`src/rtl/fnd_scan_driver.sv`:
```
// fnd_scan_driver
//    Converts a 14-bit binary value to four BCD digits (shift-and-add-3, one
//    bit per clock) and time-multiplexes the digits for the downstream
//    BCD-to-FND decoder.
//
// Ports
//    i_clk          system clock, rising edge
//    i_reset        asynchronous active-high reset
//    i_value[13:0]  binary value to display (0..9999, larger values clamp)
//    i_load         one-cycle strobe, capture and convert i_value
//    i_en           display enable
//    o_digitSelect  digit position being shown (0=ones .. 3=thousands)
//    o_bcd[3:0]     BCD nibble of the selected digit
//    o_blank        selected digit must be dark
//    o_busy         conversion in progress
//    o_overflow     last accepted value exceeded 9999
//
// State | meaning
// IDLE    | waiting for i_load, display register stable
// CONVERT | 14 shift-and-add-3 steps, display written on the last one
module fnd_scan_driver #(
    parameter int CLK_HZ  = 100_000_000,
    parameter int SCAN_HZ = 1_000
) (
    input  logic        i_clk,
    input  logic        i_reset,
    input  logic [13:0] i_value,
    input  logic        i_load,
    input  logic        i_en,
    output logic [1:0]  o_digitSelect,
    output logic [3:0]  o_bcd,
    output logic        o_blank,
    output logic        o_busy,
    output logic        o_overflow
);

    localparam int DIV = CLK_HZ / SCAN_HZ;
    localparam int PW  = (DIV > 2) ? $clog2(DIV) : 1;
    localparam logic [PW-1:0] PRE_MAX = PW'(DIV - 1);

    typedef enum logic {
        IDLE    = 1'b0,
        CONVERT = 1'b1
    } state_t;

    state_t         state_q, state_d;
    logic [13:0]    bin_q, bin_d;
    logic [15:0]    bcd_q, bcd_d;
    logic [3:0]     cnt_q, cnt_d;
    logic [15:0]    disp_q, disp_d;
    logic           ovf_q, ovf_d;
    logic [PW-1:0]  presc_q, presc_d;
    logic [1:0]     sel_q, sel_d;
    logic [15:0]    adj;

    always_ff @(posedge i_clk or posedge i_reset) begin
        if (i_reset) begin
            state_q <= IDLE;
            bin_q   <= '0;
            bcd_q   <= '0;
            cnt_q   <= '0;
            disp_q  <= '0;
            ovf_q   <= 1'b0;
            presc_q <= '0;
            sel_q   <= '0;
        end else begin
            state_q <= state_d;
            bin_q   <= bin_d;
            bcd_q   <= bcd_d;
            cnt_q   <= cnt_d;
            disp_q  <= disp_d;
            ovf_q   <= ovf_d;
            presc_q <= presc_d;
            sel_q   <= sel_d;
        end
    end

    always_comb begin
        state_d = state_q;
        bin_d   = bin_q;
        bcd_d   = bcd_q;
        cnt_d   = cnt_q;
        disp_d  = disp_q;
        ovf_d   = ovf_q;

        adj = bcd_q;
        for (int k = 0; k < 4; k++) begin
            if (bcd_q[4*k +: 4] >= 4'd5) begin
                adj[4*k +: 4] = bcd_q[4*k +: 4] + 4'd3;
            end
        end

        case (state_q)
            IDLE: begin
                if (i_load) begin
                    if (i_value > 14'd9999) begin
                        bin_d = 14'd9999;
                        ovf_d = 1'b1;
                    end else begin
                        bin_d = i_value;
                        ovf_d = 1'b0;
                    end
                    bcd_d   = '0;
                    cnt_d   = '0;
                    state_d = CONVERT;
                end
            end
            CONVERT: begin
                {bcd_d, bin_d} = {adj, bin_q} << 1;
                cnt_d = cnt_q + 4'd1;
                // The display is written only from the completed result so the
                // scan never shows a half-converted value.
                if (cnt_q == 4'd13) begin
                    disp_d  = bcd_d;
                    state_d = IDLE;
                end
            end
            default: state_d = IDLE;
        endcase
    end

    // Scan runs independently of the converter.
    always_comb begin
        presc_d = presc_q;
        sel_d   = sel_q;
        if (i_en) begin
            if (presc_q == PRE_MAX) begin
                presc_d = '0;
                sel_d   = sel_q + 2'd1;
            end else begin
                presc_d = presc_q + 1'b1;
            end
        end
    end

    always_comb begin
        o_bcd   = disp_q[3:0];
        o_blank = 1'b0;
        case (sel_q)
            2'd0: begin
                o_bcd   = disp_q[3:0];
                o_blank = 1'b0;
            end
            2'd1: begin
                o_bcd   = disp_q[7:4];
                o_blank = (disp_q[15:4] == 12'd0);
            end
            2'd2: begin
                o_bcd   = disp_q[11:8];
                o_blank = (disp_q[15:8] == 8'd0);
            end
            default: begin
                o_bcd   = disp_q[15:12];
                o_blank = (disp_q[15:12] == 4'd0);
            end
        endcase
        if (!i_en) begin
            o_blank = 1'b1;
        end
    end

    assign o_digitSelect = sel_q;
    assign o_busy        = (state_q == CONVERT);
    assign o_overflow    = ovf_q;

endmodule
```
`config.mk`:
```
export PLATFORM = sky130hd
export DESIGN_NAME = fnd_scan_driver
export DESIGN_NICKNAME = d
export VERILOG_FILES = /design/src/rtl/fnd_scan_driver.sv
export SDC_FILE = /design/constraint.sdc
export NUM_CORES = 1
export LEC_CHECK = 0
export CORE_MARGIN = 3
export CORE_UTILIZATION = 45
export CTS_CLUSTER_DIAMETER = 50
export DETAILED_ROUTE_END_ITERATION = 12
export GPL_ROUTABILITY_DRIVEN = 0
export PLACE_DENSITY = 0.7
export SLEW_MARGIN = 0
export SYNTH_ARGS = -nofsm -noshare
export SYNTH_HDL_FRONTEND = slang
export SYNTH_SLANG_ARGS = --single-unit
```
`constraint.sdc`:
```
create_clock -name i_clk -period 5.7 [get_ports i_clk]
set_input_delay 0.57 -clock i_clk [delete_from_list [all_inputs] [get_ports i_clk]]
set_output_delay 0.57 -clock i_clk [all_outputs]
set_load 0.05 [all_outputs]
```
==> reports/results.env <==
VIAS_PER_INSTANCE=5.47
HOLD_VIOLATIONS=0
SLEW-LIMIT-HEADROOM=0.277
CTS_BUFFER_COUNT=9
HALF_PERIMETER_WIRE_LENGTH_AFTER_DETAILED_PLACEMENT_UM=4790
GRTUSAGETOTAL=0.161
START_UTIL=0.473
REG2REG_TO='disp_q[15]'
PATH_CLASS='reg -> out'
SEQUENTIAL_AREA_SHARE_AFTER_SYNTHESIS=0.479
MAPPEDNETLISTNETS=393
POSTROUTEWIRELENGTH_UM=7150
SETUP_REPAIR_AFTER_GLOBAL_ROUTING_MISSED_ITS_MARGIN='false'
SETUP.WORST_PATH.END_CLASS='primary output'
DIE_AREA_UM2=9370
GRT_PASS1_VIAS=2678
SYNTH_SEQ_CELLS=71
WIDTH_OF_THE_DIE_UM=96.8
FINAL_LAYOUT_SIZE_SUFFIX_GT1_FRAC=0.0925
OUTCOME='finished clean'
MAX_FREQ_GHz=0.345
CLOCK-ROOT-BUFFER='sky130_fd_sc_hd__clkbuf_8'
SYN_AREA_PER_CELL_UM2=10.3
LAYOUT-AREA-OVERHEAD-VS-SYNTH_PCT=14.4
TNS_PS=0
SYNTH_TOP_FLOP_CELL='sky130_fd_sc_hd__dfrtp_1'
HOLDPATHSTAGES=1
WORSTREG2REGSTART='cnt_q[1]'
TIMING.REG2REG.SETUP_SLACK_PS=3470
POST-ROUTE-MIN-PERIOD_PS=2900
HP-CLASS='reg -> reg'
TIMING.CRITICAL_PATH.FANOUT_MAX=5
DIE_H_UM=96.8
ANTENNA_CELLS=0
FINALSETUPVIOLATIONS=0
CTS_TREE='built'
IO_BUFFERS=26
SYNTHDISTINCTLIBCELLS=41
MAXIMUM_NUMBER_OF_PINS_ON_ONE_NET_BEFORE_GLOBAL_ROUTE_REPAIR=72
CELLS_AFTER_SYNTH=360
POST-ROUTE-CELL-AREA_UM2=4240
DETAIL_ROUTE.DRC_VIOLATIONS=0
EDFF_COUNT_SYNTH=0
IO-PIN-COUNT=27
ROUTED_WIRE_LENGTH_PER_INSTANCE_UM=14.6
CRITICAL_PATH_ARRIVAL_PS=2330
MAX-VDD-IR-DROP_mV=0.330
WIRE_LENGTH_OF_THE_FIRST_GLOBAL_ROUTING_PASS_UM=12400
CRITICAL_PATH.STARTPOINT='o_digitSelect[1]'
CTS.CLK_SLEW.WORST_PATHS_PS=80
HOLDBUFCOUNTCTS=0
ANTENNA_VIOLATIONS_BEFORE_REPAIR=0
WORST-R2R-CELL-COUNT=5
GRT_OVERFLOW_TOTAL=0
CTSLONGESTPATHBUFFERS=2
DRTITER0DRC=142
CORE.ROWCOUNT=32
DPL_CELL_AREA_UM2=4050
REPORT.POWER.TOTAL_mW=2.05
FINAL_UTIL=0.541
DRV.MAX_CAP_VIOLATION_COUNT=0
CP.REQUIRED_PS=5130
FINAL_NUMBER_OF_MAX_TRANSITION_VIOLATIONS=0
YS.WARNINGS.COUNT=0
YS_ASYNC_SR_FRACTION=1.00
LAYOUT_SKEW_PS=12.4
CRIT_END='o_bcd[3]'
NUM_VIAS=2687
SYNTH.CELL_AREA_UM2=3710
POST_CTS_BUFFERS=0
DESIGN.CORE.AREA_UM2=7850
LEAKAGEPOWER_nW=2.02
CELLPOWERDENSITY_nW_PER_UM2=484
WORST_SKEW_PAIR.LATE_LATENCY_PS=340
MAX_SLEW.WORST_PIN.SLEW_PS=1080
FIRSTDRTPASSITERS=4
ANT_NETS=0
CTS_NUM_SINKS=71
CLOCK_TREE.HTREE_LEVEL_COUNT=3
FINAL_MIN_PERIOD_OVER_CLOCK_PERIOD=0.508
FINAL_NETS=417
CP-START-KIND='register'
POST_CTS.RESIZED_INSTANCES=0
-- flip-flops by register name (all words and copies together), names as in the netlist --
signal,cells
bin_q,14
bcd_q,16
o_busy,1
presc_q,17
o_digitSelect,2
cnt_q,4
o_overflow,1
disp_q,16
-- metrics by stage --
step	hold slack (ps)	instances	worst slack (ps)
detailed placement	476	475	3040
CTS	489	491	2770
finish	481	491	2800
floorplan	446	360	2860
global placement	459	475	3040
global route	498	491	2690
-- cell type report --
class                      count  area [um2]
sequential                    71        1780
tap                          102         128
clock inverter                 3        42.5
inverter                      18        67.6
clock buffer                  13         149
fill                         700        3600
timing repair buffer          29         283
multi-input combinational    255        1800
-- synthesized netlist by cell type (all sizes together) (3+ instances only) --
cell | n | share of area
a222oi | 4 | 0.011
a221o | 4 | 0.011
xor2 | 7 | 0.017
nand4 | 8 | 0.013
nor3b | 15 | 0.030
dfrtp | 71 | 0.48
nor4 | 4 | 0.011
o21ai | 32 | 0.043
clkbuf | 13 | 0.013
mux2 | 12 | 0.036
a21oi | 16 | 0.022
nand2b | 18 | 0.030
nor2b | 4 | 0.0067
ha | 15 | 0.051
inv | 18 | 0.018
nand2 | 36 | 0.036
nor2 | 11 | 0.011
buf | 3 | 0.0054
mux2i | 24 | 0.065
nand3 | 11 | 0.015
xnor2 | 13 | 0.031
-- how the worst min path moves through the flow --
| stage | end | from |
|---|---|---|
| finish | presc_q[12] | presc_q[12] |
| detailed placement | disp_q[14] | disp_q[14] |
| floorplan | bin_q[11] | bin_q[10] |
| CTS | bin_q[12] | bin_q[11] |
| global route | presc_q[12] | presc_q[12] |
| global placement | bin_q[12] | bin_q[11] |
-- cells by family after synthesis --
family / Yosys count / synth area share
AND/OR/NAND/NOR: 121 / 0.184
XOR/XNOR: 20 / 0.0472
AO/OA/AOI/OAI: 63 / 0.101
adder cells (fa/ha/maj): 15 / 0.0506
buffers and inverters: 34 / 0.0368
flip-flops: 71 / 0.479
multiplexers: 36 / 0.101
-- where the power goes --
group / switching [mW] / internal [mW]
clock network: 0.183 / 0.214
registers: 0.158 / 0.689
logic: 0.447 / 0.361
total: 0.787 / 1.26
-- critical path, cell delays in order (launching register included) --
cell	delay [ps]
sky130_fd_sc_hd__dfrtp_1	410
sky130_fd_sc_hd__inv_1	90
sky130_fd_sc_hd__ha_1	240
sky130_fd_sc_hd__a222oi_1	400
sky130_fd_sc_hd__mux2i_1	120
sky130_fd_sc_hd__clkdlybuf4s50_1	720
-- per-layer routing --
layer | GRT usage | part of all wire
met1 | 0.210 | 0.48
met3 | 0.0418 | 0.034
met2 | 0.257 | 0.47
met5 | 0 | 0
met4 | 0.0616 | 0.015
-- placed cells by master, fill, tap and decap left out, types with 2 or more instances in the layout --
cell type / synthesis / routed
sky130_fd_sc_hd__a211oi_1: 2 / 2
sky130_fd_sc_hd__a21oi_1: 16 / 16
sky130_fd_sc_hd__a221o_1: 4 / 4
sky130_fd_sc_hd__a222oi_1: 4 / 4
sky130_fd_sc_hd__buf_4: 0 / 3
sky130_fd_sc_hd__clkbuf_1: 13 / 3
sky130_fd_sc_hd__clkbuf_8: 0 / 10
sky130_fd_sc_hd__clkdlybuf4s50_1: 0 / 26
sky130_fd_sc_hd__dfrtp_1: 71 / 70
sky130_fd_sc_hd__ha_1: 15 / 15
sky130_fd_sc_hd__inv_1: 18 / 17
sky130_fd_sc_hd__mux2_2: 12 / 12
sky130_fd_sc_hd__mux2i_1: 24 / 24
sky130_fd_sc_hd__nand2_1: 36 / 36
sky130_fd_sc_hd__nand2b_1: 18 / 18
sky130_fd_sc_hd__nand3_1: 11 / 11
sky130_fd_sc_hd__nand3b_1: 2 / 2
sky130_fd_sc_hd__nand4_1: 8 / 8
sky130_fd_sc_hd__nor2_1: 11 / 11
sky130_fd_sc_hd__nor2b_1: 4 / 4
sky130_fd_sc_hd__nor3b_1: 15 / 15
sky130_fd_sc_hd__nor4_1: 3 / 3
sky130_fd_sc_hd__o21ai_0: 32 / 32
sky130_fd_sc_hd__o31ai_1: 2 / 2
sky130_fd_sc_hd__or3_1: 2 / 2
sky130_fd_sc_hd__xnor2_1: 13 / 13
sky130_fd_sc_hd__xor2_1: 7 / 7
(Power assumes the default switching activity.)
